--- src/rtl/wash_sched.sv ---
// Washing-machine program scheduler: sequences wash/rinse/spin phases on a 1 s tick,
// tracks remaining time in BCD and supports pause/door-open freeze.
module wash_sched #(
  parameter int unsigned TICK_DIV = 100000000
) (
  input  logic       clk,
  input  logic       rst,
  input  logic       start,
  input  logic       pause,
  input  logic [1:0] mode,
  input  logic       door_closed,
  output logic [1:0] phase,
  output logic [3:0] action,
  output logic [3:0] rem_tens,
  output logic [3:0] rem_ones,
  output logic       busy,
  output logic       paused,
  output logic       done
);

  localparam int unsigned PW = (TICK_DIV > 2) ? $clog2(TICK_DIV) : 1;
  localparam int unsigned SW = 5;

  typedef enum logic [2:0] {
    S_IDLE  = 3'd0,
    S_WASH  = 3'd1,
    S_RINSE = 3'd2,
    S_SPIN  = 3'd3,
    S_DONE  = 3'd4
  } state_e;

  state_e         state_q, state_d;
  logic [1:0]     mode_q, mode_d;
  logic [PW-1:0]  presc_q, presc_d;
  logic [SW-1:0]  psec_q, psec_d;
  logic [3:0]     tens_q, tens_d;
  logic [3:0]     ones_q, ones_d;
  logic           paused_q, paused_d;
  logic [1:0]     phase_q, phase_d;
  logic [3:0]     action_q, action_d;
  logic           busy_q, busy_d;
  logic           done_q, done_d;

  logic           running;
  logic           tick;
  logic [SW-1:0]  psec_inc;

  // Phase length in seconds for the latched program
  function automatic logic [SW-1:0] phase_len(input logic [1:0] m, input state_e s);
    logic [SW-1:0] len;
    len = '0;
    case (m)
      2'b00:   len = (s == S_SPIN) ? SW'(15) : SW'(0);
      2'b01:   len = SW'(10);
      2'b10:   len = SW'(15);
      default: len = SW'(20);
    endcase
    return len;
  endfunction

  function automatic logic [3:0] action_of(input state_e s, input logic [SW-1:0] k);
    logic [3:0]    act;
    logic [SW-1:0] k3;
    act = 4'd0;
    k3  = k % SW'(3);
    case (s)
      S_WASH:  act = k[0] ? 4'd2 : 4'd1;
      S_RINSE: begin
        case (k3)
          SW'(0):  act = 4'd3;
          SW'(1):  act = 4'd1;
          default: act = 4'd4;
        endcase
      end
      S_SPIN: begin
        case (k[1:0])
          2'd0:    act = 4'd5;
          2'd2:    act = 4'd6;
          default: act = 4'd4;
        endcase
      end
      S_DONE:  act = 4'd10;
      default: act = 4'd0;
    endcase
    return act;
  endfunction

  function automatic logic [1:0] phase_of(input state_e s);
    logic [1:0] ph;
    ph = 2'b00;
    case (s)
      S_WASH:  ph = 2'b01;
      S_RINSE: ph = 2'b10;
      S_SPIN:  ph = 2'b11;
      default: ph = 2'b00;
    endcase
    return ph;
  endfunction

  always_ff @(posedge clk or posedge rst) begin
    if (rst) begin
      state_q  <= S_IDLE;
      mode_q   <= 2'b00;
      presc_q  <= '0;
      psec_q   <= '0;
      tens_q   <= 4'd6;
      ones_q   <= 4'd0;
      paused_q <= 1'b0;
      phase_q  <= 2'b00;
      action_q <= 4'd0;
      busy_q   <= 1'b0;
      done_q   <= 1'b0;
    end else begin
      state_q  <= state_d;
      mode_q   <= mode_d;
      presc_q  <= presc_d;
      psec_q   <= psec_d;
      tens_q   <= tens_d;
      ones_q   <= ones_d;
      paused_q <= paused_d;
      phase_q  <= phase_d;
      action_q <= action_d;
      busy_q   <= busy_d;
      done_q   <= done_d;
    end
  end

  assign running  = (state_q == S_WASH) || (state_q == S_RINSE) || (state_q == S_SPIN);
  assign tick     = running && !paused_q && (presc_q == PW'(TICK_DIV - 1));
  assign psec_inc = psec_q + SW'(1);

  always_comb begin
    state_d  = state_q;
    mode_d   = mode_q;
    presc_d  = presc_q;
    psec_d   = psec_q;
    tens_d   = tens_q;
    ones_d   = ones_q;
    paused_d = paused_q;

    case (state_q)
      S_IDLE, S_DONE: begin
        if (start && door_closed) begin
          mode_d   = mode;
          presc_d  = '0;
          psec_d   = '0;
          paused_d = 1'b0;
          state_d  = (mode == 2'b00) ? S_SPIN : S_WASH;
          case (mode)
            2'b00:   begin tens_d = 4'd1; ones_d = 4'd5; end
            2'b01:   begin tens_d = 4'd3; ones_d = 4'd0; end
            2'b10:   begin tens_d = 4'd4; ones_d = 4'd5; end
            default: begin tens_d = 4'd6; ones_d = 4'd0; end
          endcase
        end
      end
      default: begin
        if (!paused_q) begin
          if (tick) begin
            presc_d = '0;
            if (ones_q != 4'd0) begin
              ones_d = ones_q - 4'd1;
            end else if (tens_q != 4'd0) begin
              ones_d = 4'd9;
              tens_d = tens_q - 4'd1;
            end
            if (psec_inc == phase_len(mode_q, state_q)) begin
              psec_d = '0;
              case (state_q)
                S_WASH:  state_d = S_RINSE;
                S_RINSE: state_d = S_SPIN;
                default: state_d = S_DONE;
              endcase
            end else begin
              psec_d = psec_inc;
            end
          end else begin
            presc_d = presc_q + PW'(1);
          end
          // Tick above is applied first; a pause request or open door then freezes
          if (pause || !door_closed) begin
            paused_d = 1'b1;
          end
        end else if (pause && door_closed) begin
          paused_d = 1'b0;
        end
        if (state_d == S_DONE) begin
          paused_d = 1'b0;
        end
      end
    endcase

    phase_d  = phase_of(state_d);
    action_d = action_of(state_d, psec_d);
    busy_d   = (state_d == S_WASH) || (state_d == S_RINSE) || (state_d == S_SPIN);
    done_d   = (state_d == S_DONE);
  end

  assign phase    = phase_q;
  assign action   = action_q;
  assign rem_tens = tens_q;
  assign rem_ones = ones_q;
  assign busy     = busy_q;
  assign paused   = paused_q;
  assign done     = done_q;

endmodule

--- config.mk ---
export PLATFORM = sky130hd
export DESIGN_NAME = wash_sched
export DESIGN_NICKNAME = d
export VERILOG_FILES = /design/src/rtl/wash_sched.sv
export SDC_FILE = /design/constraint.sdc
export NUM_CORES = 1
export LEC_CHECK = 0
export BUFFER_PORTS_ARGS = -buffer_cell sky130_fd_sc_hd__buf_2
export CELL_PAD_IN_SITES_DETAIL_PLACEMENT = 1
export CELL_PAD_IN_SITES_GLOBAL_PLACEMENT = 1
export CORE_MARGIN = 4
export CORE_UTILIZATION = 50
export CTS_CLUSTER_SIZE = 24
export DETAILED_ROUTE_END_ITERATION = 10
export PLACE_DENSITY_LB_ADDON = 0.1
export SLEW_MARGIN = 20
export SYNTH_ARGS = -nofsm -noshare
export SYNTH_HDL_FRONTEND = slang
export SYNTH_SLANG_ARGS = --single-unit
--- constraint.sdc ---
create_clock -name clk -period 12.2 [get_ports clk]
set_input_delay 0.61 -clock clk [delete_from_list [all_inputs] [get_ports clk]]
set_output_delay 0.61 -clock clk [all_outputs]
set_load 0.03 [all_outputs]
=== Word level (Yosys, flattened, before mapping) ===
Index checks and enable logic that the tools add are counted.

* Bits in registers: 54
* Output and inout bits: 17
* Word-level logic and storage cells: 110
* Bits of input ports: 7

* Div/mod/pow operators: 1
* Equal/unequal tests: 20
* Reductions and logical operators: 27
* $add $sub $neg: 4
* Mux-type cells: 47

{| class="wikitable"
|+ Operators with widths
! kind !! count
|-
| $mux W27 || 4
|-
| $mux W4 || 13
|-
| $mux W5 || 8
|-
| $add A27 B1 Y27 const B || 1
|-
| $eq A27 B27 Y1 const B || 1
|-
| $mux W3 || 7
|-
| $pmux W4 S4 || 1
|-
| $pmux W5 S3 || 1
|-
| $eq A3 B2 Y1 const B || 4
|-
| $pmux W3 S2 || 2
|-
| $eq A3 B3 Y1 const B || 3
|-
| $pmux W3 S3 || 1
|-
| $reduce_bool A4 Y1 || 2
|-
| $sub A4 B1 Y4 const B || 2
|-
| $eq A2 B2 Y1 const B || 3
|-
| $eq A3 B1 Y1 const B || 2
|-
| $logic_not A2 Y1 || 3
|-
| $mux W1 || 6
|-
| $pmux W2 S3 || 1
|-
| $add A5 B1 Y5 const B || 1
|-
| $eq A5 B1 Y1 const B || 1
|-
| $eq A5 B5 Y1 || 1
|-
| $logic_not A5 Y1 || 1
|-
| $logic_or A1 B1 Y1 || 5
|-
| 15 further kinds || 25
|}

=== Longest topological paths before layout ===
* Depth after elaboration: 17
* Mapped depth: 26
* Mapped depth without buffers: 25

=== Least setup slack after synthesis ===
No wires, ideal clock.

* Kind: reg-to-reg
* Start point: register mode_q[1]
* End point: register action_q[2], in the netlist action[2]
* Data required time: 12.079 ns
* Stages on the path, launching flop included: 26
* Library setup time: 0.121 ns
* Path buffers: 1
* Clock period less this slack: 5.356 ns
* Arrival: 5.235 ns
* Setup slack: 6.844 ns
* Cells stage by stage: dfrtp_1 inv_1 ha_1 nand4b_2 o22ai_2 or4b_4 a31oi_4 a211oi_2 or2_2 ha_1 clkbuf_1 a41oi_1 mux2_2 ha_1 o311ai_0 o211ai_1 o32ai_1 o22ai_1 inv_1 ha_1 nor2_1 o31a_1 or4_4 a21oi_2 nand3_1 a22o_1

* Longest elaborated chain between the ends: 14
* Elaborated cells on any way between the ends: 26
* Those cells by class: 1 x div; 8 x eq/ne; 15 x mux; 2 x reduce/logical

{| class="wikitable"
|+ RTL lines
! element !! RTL line !! source
|-
| start, declared || 33 || <nowiki>logic [1:0] mode_q, mode_d;</nowiki>
|-
| start signal, assigned || 115 || <nowiki>mode_q <= mode_d;</nowiki>
|-
| $eq A2 B2 Y1 (tied with other cells) || 52 || <nowiki>case (m)</nowiki>
|-
| $pmux W5 S3 * || 52 ||
|-
| $mux W5 * || 159 || <nowiki>if (tick) begin</nowiki>
|-
| $mux W5 * || 158 || <nowiki>if (!paused_q) begin</nowiki>
|-
| $mux W5 * || 141 || <nowiki>case (state_q)</nowiki>
|-
| $eq A5 B5 Y1 * || 167 || <nowiki>if (psec_inc == phase_len(mode_q, state_q)) begin</nowiki>
|-
| $mux W5 || 167 ||
|-
| $mux W5 || 159 ||
|-
| $mux W5 || 158 ||
|-
| $mux W5 || 141 ||
|-
| $mod A5 B2 Y5 || 65 || <nowiki>k3 = k % SW'(3);</nowiki>
|-
| $eq A5 B1 Y1 / $logic_not A5 Y1 (equally long branches) || 69 || <nowiki>case (k3)</nowiki>
|-
| $pmux W3 S2 || 69 ||
|-
| $pmux W4 S4 * || 66 || <nowiki>case (s)</nowiki>
|-
| net action_d[2] || 40 || <nowiki>logic [3:0] action_q, action_d;</nowiki>
|-
| end signal, assigned || 122 || <nowiki>action_q <= action_d;</nowiki>
|-
| end, declared || 40 ||
|}

The timed path passes the listed nets; every way through them passes the cells marked *. The select of a mux whose other input is x is not followed.
A chain may end at the register's enable or synchronous reset.

=== Worst setup path after layout ===
* Start point: register psec_q[0]
* End point: register action_q[2], in the netlist action[2]

* Longest elaborated chain between the ends: 10
* Elaborated cells on any way between the ends: 21
* Those cells by class: 1 x add/sub; 1 x div; 6 x eq/ne; 12 x mux; 1 x reduce/logical

{| class="wikitable"
|+ RTL lines
! element !! RTL line !! source
|-
| start, declared || 35 || <nowiki>logic [SW-1:0] psec_q, psec_d;</nowiki>
|-
| start signal, assigned || 117 || <nowiki>psec_q <= psec_d;</nowiki>
|-
| $add A5 B1 Y5 || 130 || <nowiki>assign psec_inc = psec_q + SW'(1);</nowiki>
|-
| $eq A5 B5 Y1 || 167 ||
|-
| $mux W5 || 167 ||
|-
| $mux W5 || 159 ||
|-
| $mux W5 || 158 ||
|-
| $mux W5 || 141 ||
|-
| $mod A5 B2 Y5 || 65 ||
|-
| $eq A5 B1 Y1 / $logic_not A5 Y1 (equally long branches) || 69 ||
|-
| $pmux W3 S2 || 69 ||
|-
| $pmux W4 S4 * || 66 ||
|-
| net action_d[2] || 40 ||
|}

Marks and branches as above.

==> flow_metrics.env <==
export IMPL_status="complete, no violations"
export IMPL_num_vias=3230
export IMPL_crit_family="compound AO/OA/AOI/OAI gates"
export IMPL_synthCells=419
export IMPL_post_cts_setup_buffer_count=0
export IMPL_clock_latency_ps=310
export IMPL_path_cells="ha_1, nand3_1, xnor2_1, or4b_4, a31oi_4, a211oi_2, or2_2, ha_1, a41oi_1, mux2_2, ha_1, o311ai_0, o211ai_1, o32ai_1, o22ai_1, inv_1, ha_1, nand2b_1, o211ai_1, a32oi_1, nor3b_1, nor2_1, a22o_1"
export IMPL_drive_gt1_share_pct=13.4
export IMPL_switchingPower_uw=191
export IMPL_synth_area_leader_cell="dfrtp_1"
export IMPL_diodes=0
export IMPL_clockRootBuffer="clkbuf_8"
export IMPL_finalPower_uw=507
export IMPL_startpoint_type="register"
export IMPL_drt_wl_total_microns=9590
export IMPL_initial_core_util_pct=52.5
export IMPL_path_buf_inv=1
export IMPL_drtPass1Iterations=4
export IMPL_htreeDepth=2
export IMPL_cts_sinks=54
export IMPL_avgSynthCellArea_sq_um=8.70
export IMPL_cp_slowest_cell="dfrtp_1"
export IMPL_grt_overflow_total=0
export IMPL_synth_seq_area_share_pct=37.1
export IMPL_r2r_end="action[2]"
export IMPL_cts_tree="done"
export IMPL_slew_headroom_pct=36.2
export IMPL_yosys_most_used_dff="dfrtp_1"
export IMPL_die_h_microns=93.4
export IMPL_grt_pass1_vias=3305
export IMPL_p_int_uw=316
export IMPL_ys_async_sr_fraction_pct=100
export IMPL_min_path_type="primary input to asynchronous set/reset pin"
export IMPL_fin_crit_sh_pct=51.8
export IMPL_gp_congestion=0.867
export IMPL_num_rows=30
export IMPL_slowest_delay_ps=530
export IMPL_cap_viol_max_count=0
export IMPL_switching_share_pct=37.7
export IMPL_design_area_sq_mm=0.00394
export IMPL_n_fill_cell=860
export IMPL_track_usage_pct=23.7
export IMPL_crit_type="register to register"
export IMPL_fin_setup_tns_ps=0
export IMPL_vias_per_cell=6.04
export IMPL_hold_viol_final=0
export IMPL_power_frac_comb_pct=33.4
export IMPL_yosysWarnings=0
export IMPL_clock_skew_ps=12.7
export IMPL_multi_input_area_sq_mm=0.00215
export IMPL_crit_path_frequent_cell="ha_1"
export IMPL_rsz0062_at_grt="no"
export IMPL_synth_top_area_share_pct=35.7
export IMPL_seqCellArea_sq_mm=0.00135
export IMPL_vdd_ir_drop_max_uv=61.0
export IMPL_first_iter_violations=186
export IMPL_fmax_ghz=0.158
export IMPL_endpoint_kind="register"
export IMPL_r2r_slack_ps=5880
export IMPL_dieArea_sq_mm=0.00872
export IMPL_path_clk_slew_ps=100
export IMPL_die_x_microns=93.4
export IMPL_coreArea_sq_mm=0.00694
export IMPL_ys_top_cells_by_area="dfrtp_1 (36%), nor2_1 (5.2%), ha_1 (3.8%)"
export IMPL_cts_inserted_buffers=5
export IMPL_layout_area_overhead_vs_synth_pct=7.99
export IMPL_dpl_cell_area_sq_mm=0.00383
export IMPL_syn_nets=437
export IMPL_post_route_min_period_ps=6320
export IMPL_hpwl_microns=7100
export IMPL_yosys_cell_count_top_type="dfrtp_1"
export IMPL_io_pins=24
export IMPL_netlist_top_cells_count="dfrtp_1 (52), nor2_1 (51), nand2_1 (35), o21ai_0 (26), inv_1 (21)"
export IMPL_r2r_start="psec_q[0]"
export IMPL_port_buffers=23
export IMPL_crit_fanout=11
export IMPL_powerDensity_mw_per_mm2=129
export IMPL_post_drt_wl_per_cell_microns=17.9
export IMPL_antenna_found_initial=0
export IMPL_required_ps=12410
export IMPL_tightestPinTransition_ps=953
export IMPL_drc=0
export IMPL_fin_util_pct=56.7
export IMPL_ys_seq_elements=54
export IMPL_p_seq_share_pct=44.0
export IMPL_grt_first_pass_wirelength_microns=16700
export IMPL_holdBufCountCts=0
export IMPL_synth_cell_types=74
export IMPL_nets=456
export IMPL_syn_area_sq_mm=0.00365
export IMPL_leakage_uw=0.00170
export IMPL_finalSetupViolCount=0
export IMPL_clockBufferDepth=2
export IMPL_reg2regPathDepth=23
export IMPL_power_frac_clock_pct=22.5
export IMPL_ant_nets=0
export IMPL_grt_max_degree=55
export IMPL_maxSlewViolCount=0
export IMPL_cts_resized=0
export IMPL_critPathArrivalTime_ps=6520
export IMPL_synth_edf_count=0
layer usage:
metal / GRT usage [%] / share of wire [%] / wire length [microns]
met5: 0 / 0 / 0
met3: 2.65 / 1.7 / 162
met1: 33.4 / 49 / 4700
met4: 5.62 / 1.2 / 112
met2: 38.9 / 48 / 4620
kinds of logic (layout without fill, tap and decap cells):
family	Yosys count	after routing	share of synthesized area [%]
adder cells (fa/ha/maj)	11	11	3.77
buffers and inverters	34	54	3.81
multiplexers	8	8	2.33
AND/OR/NAND/NOR	182	182	25.9
AO/OA/AOI/OAI	105	105	21.1
flip-flops	54	54	37.1
XOR/XNOR	25	25	6.00
power groups by stage:
stage / logic [uW] / registers [uW] / clock network (uW)
after floorplan: 111 / 239 / 0
after global placement: 161 / 225 / 0
after detailed placement: 168 / 227 / 0
after CTS: 170 / 223 / 117
after global routing: 188 / 228 / 123
final: 169 / 223 / 114
stage by stage:
stage	hold WS, ps	setup slack, ps	std cells
5_1_grt	528	5440	535
3_5_place_dp	494	6000	527
2_1_floorplan	437	6840	419
3_3_place_gp	467	6400	527
6_report	488	5880	535
4_1_cts	509	5930	535
worst max-delay path by stage:
stage / from / to / slack [ps] / cells past startpoint
floorplan: mode_q[1] / action[2] / 6840 / 25
global placement: psec_q[0] / action[2] / 6400 / 23
detailed placement: psec_q[0] / action[2] / 6000 / 23
CTS: psec_q[0] / action[2] / 5930 / 23
global route: psec_q[0] / action[2] / 5440 / 23
finish: psec_q[0] / action[2] / 5880 / 23
flip-flops by register name, indices dropped and copies added, names as in the netlist:
name,flops
action,4
busy,1
done,1
mode_q,2
paused,1
phase,2
presc_q,27
psec_q,5
rem_ones,4
rem_tens,4
state_q,3
worst min-delay path: cells and delay by family:
kind,cells,cell delay (ps)
buffers and inverters,3,700
placed cells by master (no fill, tap or decap), types with 11 or more instances in the layout:
cell type  synthesis  layout
buf_2              3      23
a21oi_1           19      19
xor2_1            15      15
nor2_1            51      51
inv_1             21      20
ha_1              11      11
nand2_1           35      35
dfrtp_1           52      52
o21ai_0           26      26
nand3_1           19      19
area by class of cell:
class / instances / share of cell area [%]
flip-flops and latches: 54 / 34.4
clock inverters: 1 / 0.222
multi-input cells: 331 / 54.7
inverters: 22 / 2.10
clock buffers: 7 / 2.45
well taps: 96 / 3.05
repair buffers: 24 / 3.11
Note: power is estimated with default switching activity, not from simulation.
